### src/rtl/kernel2_mul_acc_pipe.sv
// Pipelined multiplier / multiply-accumulate with valid-ready handshake.
// NUM_STAGE registers deep; the last register is the accumulator that drives dout.
module kernel2_mul_acc_pipe #(
  parameter int A_W       = 13,
  parameter int B_W       = 11,
  parameter int P_W       = 24,
  parameter int ACC_W     = 32,
  parameter int NUM_STAGE = 3,
  parameter int SIGNED    = 0
) (
  input  logic             ap_clk,
  input  logic             ap_rst_n,
  input  logic             in_valid,
  output logic             in_ready,
  input  logic [A_W-1:0]   din0,
  input  logic [B_W-1:0]   din1,
  input  logic             acc_en,
  input  logic             acc_first,
  output logic             out_valid,
  input  logic             out_ready,
  output logic [ACC_W-1:0] dout,
  output logic             ovf
);

  localparam int FULL_W = A_W + B_W;

  typedef struct packed {
    logic           vld;
    logic           acc_en;
    logic           acc_first;
    logic [P_W-1:0] prod;
  } beat_t;

  logic              advance;
  logic [FULL_W-1:0] a_x;
  logic [FULL_W-1:0] b_x;
  logic [FULL_W-1:0] full_prod;
  beat_t             in_beat;
  beat_t             fin_beat;
  logic [ACC_W-1:0]  ext;
  logic [ACC_W:0]    sum;
  logic              add_ovf;

  // The whole pipe moves as one; a stalled output freezes every stage.
  assign advance  = !out_valid || out_ready;
  assign in_ready = advance;

  // Operands are widened to the full product width first, so the truncated
  // product is correct two's-complement for signed mode as well.
  always_comb begin
    a_x       = (SIGNED != 0) ? FULL_W'($signed(din0)) : FULL_W'(din0);
    b_x       = (SIGNED != 0) ? FULL_W'($signed(din1)) : FULL_W'(din1);
    full_prod = a_x * b_x;

    in_beat.vld       = in_valid;
    in_beat.acc_en    = acc_en;
    in_beat.acc_first = acc_first;
    in_beat.prod      = (SIGNED != 0) ? P_W'($signed(full_prod)) : P_W'(full_prod);
  end

  if (NUM_STAGE == 1) begin : g_direct
    assign fin_beat = in_beat;
  end else begin : g_pipe
    beat_t stg [NUM_STAGE-1];

    // NOTE: registers use non-blocking assignment so every stage samples the
    // previous stage's old value on the same edge; blocking would collapse the pipe.
    always_ff @(posedge ap_clk or negedge ap_rst_n) begin
      if (!ap_rst_n) begin
        for (int i = 0; i < NUM_STAGE-1; i++) stg[i] <= '0;
      end else if (advance) begin
        stg[0] <= in_beat;
        for (int i = 1; i < NUM_STAGE-1; i++) stg[i] <= stg[i-1];
      end
    end

    assign fin_beat = stg[NUM_STAGE-2];
  end

  always_comb begin
    ext = (SIGNED != 0) ? ACC_W'($signed(fin_beat.prod)) : ACC_W'(fin_beat.prod);
    sum = {1'b0, dout} + {1'b0, ext};
    // NOTE: both branches assign add_ovf, so no latch can be inferred here.
    if (SIGNED != 0) begin
      add_ovf = (dout[ACC_W-1] == ext[ACC_W-1]) && (sum[ACC_W-1] != dout[ACC_W-1]);
    end else begin
      add_ovf = sum[ACC_W];
    end
  end

  // A bubble only clears out_valid; dout/ovf hold so an accumulation spans gaps.
  always_ff @(posedge ap_clk or negedge ap_rst_n) begin
    if (!ap_rst_n) begin
      out_valid <= 1'b0;
      dout      <= '0;
      ovf       <= 1'b0;
    end else if (advance) begin
      out_valid <= fin_beat.vld;
      if (fin_beat.vld) begin
        if (fin_beat.acc_en && !fin_beat.acc_first) begin
          dout <= sum[ACC_W-1:0];
          ovf  <= ovf || add_ovf;
        end else begin
          dout <= ext;
          ovf  <= 1'b0;
        end
      end
    end
  end

endmodule

### config.mk
export PLATFORM = sky130hd
export DESIGN_NAME = kernel2_mul_acc_pipe
export DESIGN_NICKNAME = d
export VERILOG_FILES = /design/src/rtl/kernel2_mul_acc_pipe.sv
export SDC_FILE = /design/constraint.sdc
export NUM_CORES = 1
export LEC_CHECK = 0
export ABC_AREA = 0
export CAP_MARGIN = 5
export CORE_UTILIZATION = 50
export DETAILED_ROUTE_END_ITERATION = 6
export GPL_TIMING_DRIVEN = 1
export PLACE_DENSITY = 0.69
export SLEW_MARGIN = 0
export SYNTH_ARGS = -nofsm -noshare
export SYNTH_HDL_FRONTEND = slang
export SYNTH_SLANG_ARGS = --single-unit
### constraint.sdc
create_clock -name ap_clk -period 3.4 [get_ports ap_clk]
set_input_delay 0.68 -clock ap_clk [delete_from_list [all_inputs] [get_ports ap_clk]]
set_output_delay 0.68 -clock ap_clk [all_outputs]
set_load 0.02 [all_outputs]
## Yosys cells after proc, flatten, opt, wreduce, memory -nomap -nowiden

Cells that the tools add are included.

| word-level totals | value |
|---|---|
| bits in registers | 88 |
| input bits | 30 |
| output and inout bits | 35 |
| logic and storage cells | 21 |

| cells by class | value |
|---|---|
| $add $sub $neg | 1 |
| multipliers | 1 |
| mux-type cells | 2 |
| reductions and logical operators | 6 |

Operators by type and width:

| kind | number |
|---|---|
| 32-bit by 24-bit adder with 33-bit output | 1 |
| 32-bit 2-to-1 mux | 1 |
| 13-bit by 11-bit multiplier with 24-bit output | 1 |
| 1-bit zero test | 2 |
| 1-bit logical OR | 2 |
| 2-bit AND reduction | 1 |
| 1-bit logical AND | 1 |
| 1-bit 2-to-1 mux | 1 |

## Logic depth before layout (Yosys ltp)

Gate-level depths: netlist of run 1.

| logic depth | value |
|---|---|
| depth after elaboration | 3 |
| depth in mapped cells | 21 |
| mapped depth without buffers | 20 |

## Worst setup path before layout of run 1

OpenSTA, ideal clock, no wires.

| timing path | value |
|---|---|
| kind | in2reg |
| from | input din1[4] |
| to | register g_pipe.stg[50] (netlist name) |
| setup time | 130 ps |
| arrival time | 5301 ps |
| required time | 3270 ps |
| setup slack | -2031 ps |
| stages on the path | 18 |
| buffers on the path | 1 |
| cells stage by stage | clkbuf_1 nand2_1 fa_1 fa_1 inv_1 fa_1 fa_1 inv_1 fa_1 inv_1 ha_1 or4_1 o21ai_1 o21ai_1 a41o_1 a21oi_1 xnor2_1 o21ai_1 |

| on the way | value |
|---|---|
| cells in the longest elaborated chain, start to end | 1 |

RTL lines:

| item | line | source |
|---|---|---|
| start: declaration | 16 | `input logic [B_W-1:0] din1,` |
| 13-bit by 11-bit multiplier with 24-bit output | 53 | `full_prod = a_x * b_x;` |
| end: declaration | 64 | `beat_t stg [NUM_STAGE-1];` |

No other way between the ends.
A chain may end at the register's enable or synchronous reset.

## Worst setup path after layout of run 1

| timing path | value |
|---|---|
| from | input din1[2] |
| to | register g_pipe.stg[48] (netlist name) |

Same word-level chain as after synthesis.

==> results, run 1 <==
- Counting flops with a built-in enable in the synthesized netlist gives 0.
- The cell that appears most often on the critical path is fa_1.
- The class of the tightest hold or removal check is flip-flop to flip-flop.
- The floorplan has 50 rows.
- After layout, the minimum clock period comes to 5.046 ns.
- After routing, the total negative slack on setup checks comes to -22.85 ns.
- Hold is met by ~0.47 ns.
- The fmax is 198.2 MHz.
- The half-perimeter wire length after placement is 16890 microns.
- For this design, the sink count on the clock tree is 88.
- The critical path start-end classification is primary input to flip-flop.
- The number of nets in the finished design is 1505.
- The wire length reported by the detailed router is between 20000 and 25000 microns.
- The number of global-route vias before repair was around 8000.
- The net count of the mapped netlist is ~1300.
- For this configuration, the core starts out at a cell density of 0.5126.
- TritonCTS built the clock tree.
- The filler cells instantiated in the layout total 1560.
- The gate family responsible for the most delay along the worst path is adder cells.
- The count of nets left with antenna violations once routing finished came out at 0.
- The type of element launching the critical path is a primary input.
- Across the run, the number of max-cap violations was 0.
- Dividing the detail-routed wire length by the instance count gives about 14 microns.
- The maximum root-to-sink buffer count is 2.
- The final route contains between 8000 and 9000 vias.
- The cell count after synthesis is around 1100.
- The most instantiated flip-flop cell in the synthesis netlist is dfrtp_1.
- The H-tree depth reported by CTS is 3.
- For the pin with the worst max-slew slack, the measured transition is about 1.1 ns.
- The part of the Yosys area used for sequential elements is 0.2289.
- In this run the vertical extent of the chip is between 100 and 150 microns.
- The worst hold path terminates at ext[17].
- The final max-slew violation count is 0.
- The fraction of synthesis flops using an asynchronous set or reset pin is 1.000.
- The congestion estimate from routability-driven global placement came to between 0.8 and 0.9.
- Pin placement for this block handled 65 I/O pins.
- Of all nets on the critical path, the largest fanout is 5.
- The setup clock skew after layout is roughly 0.011 ns.
- The peak supply drop is around 0.00065 V.
- The mapped netlist covers about 9600 sq um.
- Clock latency on the worst-skew pair, taken at its later pin, is around 0.35 ns.
- Data on the critical path arrives at its endpoint at approximately 5.3 ns.
- The hold path depth is 2.
- The die covers 19800 sq um.
- The analysis attributes to cell leakage a power of just over 0.006 uW.
- STA classifies the critical path endpoint as a flip-flop.
- Setup slack on the critical path of the routed design comes to -1.646 ns.
- The antenna cell count is 0.
- The number of failing hold endpoints at the final stage was 0.
- Setup violations remaining at the end of the flow were counted as 19.
- The startpoint identified for the worst hold timing path is g_pipe.stg[44].
- STA puts the critical path data required time at 3.62 ns.
- During synthesis, Yosys emitted a total of 0 warnings.
- The area taken by multi-input logic gates is 7143 sq um.
- The checks that failed: setup timing.
- The startpoint identified for the worst register-to-register timing path is dout[0].
- Together, buffers and inverters on the worst path number 5.
- The flip-flop and latch count after synthesis is a little under 90.
- After global routing the overflow that remains totals 0.
- The most common cell after layout, fill and taps aside is nand2_1.
- The growth of design area from synthesis to finish is 27.43%.
- The initial antenna violation count was 0.
- The share of post-route cells with drive strength above 1 is 0.2317.
- The number of buffers inserted for hold repair after clock tree synthesis is 0.
- Dividing the detail-routed via count by the number of cells gives about 5.2.
- The area used by sequential logic in the layout is 2202 sq um.
- The root cell of the clock tree is clkbuf_16.
- Before antenna repair, the detailed router went through 5 iterations.
- The number of distinct library cells after synthesis is 64.
- The number of cells on the worst reg-to-reg path is 11.
- Entering global routing, the biggest net connects a little under 90 pins.
- The fraction of the cycle the final worst path needs is 1.484.
- The library cells used most frequently in the layout, excluding fill and tap cells, are nand2_1 (213), inv_1 (122), buf_4 (108).
- The number of DRC violations after detailed routing is 0.
- The largest individual stage delay along the critical path comes from the cell fa_1.
- A synthesized cell averages between 8 and 9 sq um.
- The floorplan core area is between 15000 and 20000 sq um.
- The total routing usage reported by global routing is 0.2336.
- The power density normalized to cell area is 1085 nW/um^2.
- The clock-pin slew reported for the worst setup and hold paths after clock tree synthesis is about 0.070 ns.
- The critical path's largest stage delay is between 0.5 and 0.6 ns.
- The run finished, with violations left.
- The number of CTS-inserted buffers is 9.
- The capture instance of the worst register-to-register path is dout[30].
- The die outline width is between 100 and 150 microns.
- Setup repair after global routing could not meet its margin everywhere.
- The register-to-register path setup slack is 0.17 ns.
- The count of buffers inserted at the top-level ports is 64.
- Traced cell by cell, the critical path runs through buf_8 > buf_12 > nand2_4 > fa_1 > fa_1 > fa_1 > inv_2 > fa_1 > inv_2 > fa_1 > inv_2 > ha_4 > or4_4 > o211ai_1 > a31oi_1 > nor4_1 > nor2_1 > xnor2_1 > a21oi_1.
- The violation count after the first detailed-route iteration is about 250.
- In this run the tightest slew margin relative to its limit is 0.2686.
- The wire length of the first global-routing pass is approximately 37000 microns.
synthesized netlist by cell type (5+ instances only):
master | n | area share
ha_1 | 86 | 0.11
clkbuf_1 | 46 | 0.018
dfrtp_1 | 88 | 0.23
a31oi_1 | 11 | 0.0072
xor2_1 | 16 | 0.015
a21oi_1 | 71 | 0.037
fa_1 | 99 | 0.21
and3_1 | 9 | 0.0059
and3_2 | 5 | 0.0039
or3_1 | 5 | 0.0033
nand2b_1 | 6 | 0.0039
nor4_1 | 5 | 0.0033
o21ai_0 | 44 | 0.023
xnor2_1 | 21 | 0.019
o211ai_1 | 7 | 0.0055
and2_1 | 76 | 0.049
nand3_1 | 21 | 0.011
nor2_1 | 45 | 0.018
inv_1 | 141 | 0.055
nor3_1 | 6 | 0.0031
nand2_1 | 231 | 0.090
a21o_1 | 19 | 0.015
nand4_1 | 5 | 0.0033
sequential cells by signal, summed over array words and instances, names as in the netlist:
name and count:
g_pipe.stg 27, fin_beat 3, ext 24, ovf 1
out_valid 1, dout 32
cell type report:
cell class                      instances  area share
Clock buffer                           10     0.01868
Clock inverter                          6    0.004082
Inverter                              141     0.04317
Multi-Input combinational cell        848      0.5827
Sequential cell                        88      0.1796
Tap cell                              234     0.02388
Timing Repair Buffer                  202      0.1479
through the flow:
step	cells	util	cell area (sq um)	power (uW)	setup slack [ns]
floorplan	1133	-	9993	8067	-1.650
global placement	1489	0.6051	11360	10670	-2.375
detailed placement	1489	0.6051	11360	10820	-2.476
CTS	1525	0.6411	12030	12550	-1.676
global route	1529	0.6532	12260	14520	-1.809
finish	1529	0.6532	12260	13300	-1.646
report_power, final:
group | total [uW] | switching [uW] | internal (uW)
clock network | 957 | 452 | 505
registers | 1930 | 392 | 1540
logic | 10400 | 5240 | 5160
worst max-delay path by stage:
| stage | startpoint | end | slack [ns] | cells after the start |
|---|---|---|---|---|
| finish | din1[2] | g_pipe.stg[48] | -1.65 | 19 |
| global route | din1[2] | g_pipe.stg[48] | -1.81 | 19 |
| CTS | din1[4] | g_pipe.stg[44] | -1.68 | 19 |
| detailed placement | din0[6] | g_pipe.stg[44] | -2.48 | 18 |
| global placement | din0[6] | g_pipe.stg[50] | -2.37 | 20 |
| floorplan | din0[7] | g_pipe.stg[44] | -1.65 | 18 |
cell families (layout without fill, tap and decap cells):
kind of cell / count (synthesis) / after routing / share of synthesized area
AND/OR/NAND/NOR: 429 / 429 / 0.2057
buffers and inverters: 197 / 359 / 0.08194
adder cells (fa/ha/maj): 185 / 185 / 0.3179
multiplexers: 2 / 2 / 0.002081
AO/OA/AOI/OAI: 195 / 195 / 0.1298
XOR/XNOR: 37 / 37 / 0.03368
flip-flops: 88 / 88 / 0.2289
routing by layer:
metal  vias to the layer above  share of wire  track usage
li1                       3979              -            -
met1                      3839           0.46       0.3049
met2                       168           0.49       0.4174
met3                        29          0.034      0.02004
met4                         0          0.016      0.06007
met5                         -              0            0
worst register-to-register path: cells and delay by family (launching register included):
kind,cells,cell delay [ns]
flops,1,0.40
simple gates,3,0.88
buf+inv,1,0.06
compound gates,5,1.24
fa+ha+maj,2,0.57
what timing repair did:
item,4_1_cts,5_1_grt
gates resized for setup,180,63
setup buffers,19,7
endpoints found under the setup margin,20,19
gates cloned,1,0
pin swaps,78,67
Note: power is estimated with default switching activity, not from simulation.
==> run 2, diff against run 1 <==
- CTS_CLUSTER_SIZE: not set -> 28
==> results of run 2 <==
The final DEF is identical to that of run 1; final timing and power are the same.
==> run 3, diff against run 2 <==
- clock period: 3.4 -> 6.5 ns (I/O delays scaled with it)
==> run 3 against run 2 <==
  * The flow now finishes without violations
  * Clock skew is essentially flat
  * Worst hold slack gained 0.0020 ns
  * Critical path depth shrank 1
  * Via count shrank 2.3%
  * Sequential power shrank 47%
  * Register-to-register slack gained 3.2 ns
  * Clock power shrank 48%
==> results, run 3 (synthesis gave the netlist of run 1 again) <==
- The run finished with clean final reports.
- The setup clock skew after layout is ~0.012 ns.
- In this run the worst path has a maximum fanout of 8.
- The most common cell after layout, fill and taps aside is nand2_1.
- The number of failing hold endpoints at the final stage is 0.
- The worst register-to-register path has a depth of 11.
- The total non-filler cell area in the finished layout is 11060 sq um.
- For hold timing, the worst endpoint is g_pipe.stg[27].
- Setup violations remaining at the end of the flow were counted as 0.
- The register-to-register path setup slack is around 3.3 ns.
- After detailed routing, the average wire length per cell comes to 15.09 microns.
- The chip height is 140.7 microns.
- For the pin with the worst max-slew slack, the measured transition is around 0.73 ns.
- For this block, the initial DRC count from the detailed router was 354.
- The hold path depth is 2.
- In the post-route analysis, the smallest setup slack over all paths is 0.2559 ns.
- The share of the core filled with cells is 0.5891.
- The root cell of the clock tree is clkbuf_16.
- The wire length reported by the detailed router is 21940 microns.
- Measured along the x axis, the die boundary spans 140.7 microns.
- The leakage power figure is between 0.005 and 0.006 uW.
- The met3 wire length is roughly 860 microns.
- The first-pass iteration count of the detailed router is 6.
- Routability-driven placement finished with a final weighted congestion of about 0.9.
- The completed layout was analyzed and its total power is slightly below 6000 uW.
- The critical path capture point type is a flip-flop.
- Detailed placement ended at an HPWL of roughly 18000 microns.
- The final layout contains between 1000 and 1500 nets.
- The pin count of the biggest net entering global routing is 60.
- The tightest hold margin is between 0.4 and 0.5 ns.
- In this run the most critical hold path is launched from g_pipe.stg[27].
- The data arrival time at the worst-slack endpoint is around 6.4 ns.
- The final period demand of the worst path is 6.244 ns.
- Max-cap violations in this run came to 0.
- Input and output buffers added on the ports amount to 64.
- Across the VDD grid, the largest voltage drop is 0.0003172 V.
- The origin of the critical flop-to-flop path is ext[0].
- Leaving out fill and tap cells, the most frequent cells in the layout are nand2_1 (231), inv_1 (140), fa_1 (99).
- CTS saw just under 90 sinks.
- The number of global-route vias before repair was 7631.
- Measured against its own limit, the worst slew margin works out to 0.5106.
- The endpoint identified for the worst register-to-register timing path is dout[30].
- The clock passes through at most 2 buffers.
- The final max-slew violation count was 0.
- The total routing usage reported by global routing is 0.2357.
- The number of setup buffers added after CTS is 0.
- OpenSTA, run right after detailed placement, puts the worst setup slack at -0.1040 ns.
- The initial utilization of the core area, before any placement, comes to 0.5126.
- The power density normalized to cell area is roughly 520 nW/um^2.
- In the routed layout, each cell is associated on average with a via count of 5.387.
- The first global-routing pass estimated between 30000 and 40000 microns of wire.
- The total area inside the core boundary comes to 18770 sq um.
- After detailed routing, the wire length on met1 is slightly below 10000 microns.
- The fmax is around 160 MHz.
- The clock tree from TritonCTS is built.
- The required time reported for the critical path endpoint is roughly 6.7 ns.
- The share of post-route cells with drive strength above 1 is 0.08279.
- The post-route antenna net violation count is 0.
- The uppermost layer routed is met4.
- The critical path start-end classification is primary input to flip-flop.
- The post-placement cell area is about 11000 sq um.
- The floorplan step defined a die boundary enclosing just under 20000 sq um.
- Counting the buffers created by CTS gives 9.
- In the routed design, unresolved DRC markers number 0.
- The register with the most flip-flops in the layout has 32 of them.
- In this run the count of I/O pins placed on the die edge is 65.
- The antenna cell count is 0.
- After clock tree synthesis, the clock-pin slew on the worst setup and hold paths is roughly 0.070 ns.
- The register bank with the most flops is dout.
- The amount of wire on met2 after detailed routing is ~11000 microns.
- The initial antenna violation count is 0.
- Setup repair after global routing left no endpoint under its margin.
- For this run the aggregate overflow at the end of global routing stands at 0.
- The H-tree depth reported by CTS is 3.
- The growth of design area from synthesis to finish is 14.93%.
- The fraction of the cycle the final worst path needs is 0.9606.
- The type of element launching the critical path is a primary input.
- The floorplan has 50 rows.
- The total via count in the routed design is roughly 8000.
- The worst hold path belongs to the class flip-flop to flip-flop.
- The clock reaches the later pin of the worst-skew pair after around 0.34 ns.
==> run 3: changes by cell type in the layout (fill, tap and decap cells not counted), sizes merged <==
cell           previous run  this run
buf                     158        64
clkbuf                   12        10
clkdlybuf4s50            41        63
dlygate4sd2               1         0
==> run 3: worst max-delay path by stage <==
stage                        from  slack, ns             end
after global placement    din1[5]      -0.04  g_pipe.stg[44]
after floorplan           din1[4]       0.45  g_pipe.stg[50]
after global routing      din1[7]       0.01  g_pipe.stg[44]
final                     din1[3]       0.26  g_pipe.stg[48]
after CTS                 din1[5]       0.22  g_pipe.stg[48]
after detailed placement  din1[5]      -0.10  g_pipe.stg[48]
==> run 3: critical path, cell delays in order <==
cell,delay (ns)
clkdlybuf4s50_1,0.66
nand2_1,0.13
fa_1,0.49
fa_1,0.52
inv_1,0.06
fa_1,0.46
fa_1,0.54
inv_1,0.05
fa_1,0.52
inv_1,0.04
ha_1,0.20
or4_1,0.51
o211ai_1,0.25
a31oi_1,0.15
nor4_1,0.21
nor2_1,0.10
xnor2_1,0.17
a21oi_1,0.09
==> run 3: metal layers <==
metal,vias to the layer above,GRT usage
li1,3825,-
met1,3787,0.3081
met2,189,0.4108
met3,32,0.02344
met4,0,0.07666
met5,-,0
==> run 3: timing repair <==
action                                  4_1_cts  5_1_grt
endpoints found under the setup margin        0        3
gates resized for setup                       0        1
hold buffers                                  0        0
==> run 3: final cells by class <==
class / count / area (sq um)
Timing Repair Buffer: 127 / 1111
Multi-Input combinational cell: 848 / 6644
Clock buffer: 10 / 229.0
Fill cell: 1720 / 7711
Tap cell: 234 / 292.8
Inverter: 141 / 529.3
Sequential cell: 88 / 2202
Clock inverter: 6 / 48.80
==> run 3: power by group <==
| part | switching, uW | internal (uW) |
|---|---|---|
| logic | 2340 | 1940 |
| clock network | 232 | 264 |
| registers | 220 | 807 |
| total | 2790 | 3010 |
==> run 3: stage by stage <==
stage	setup TNS (ns)	cells
2_1_floorplan	0	1133
6_report	0	1454
5_1_grt	0	1454
3_3_place_gp	-0.07119	1438
4_1_cts	0	1454
3_5_place_dp	-0.3262	1438
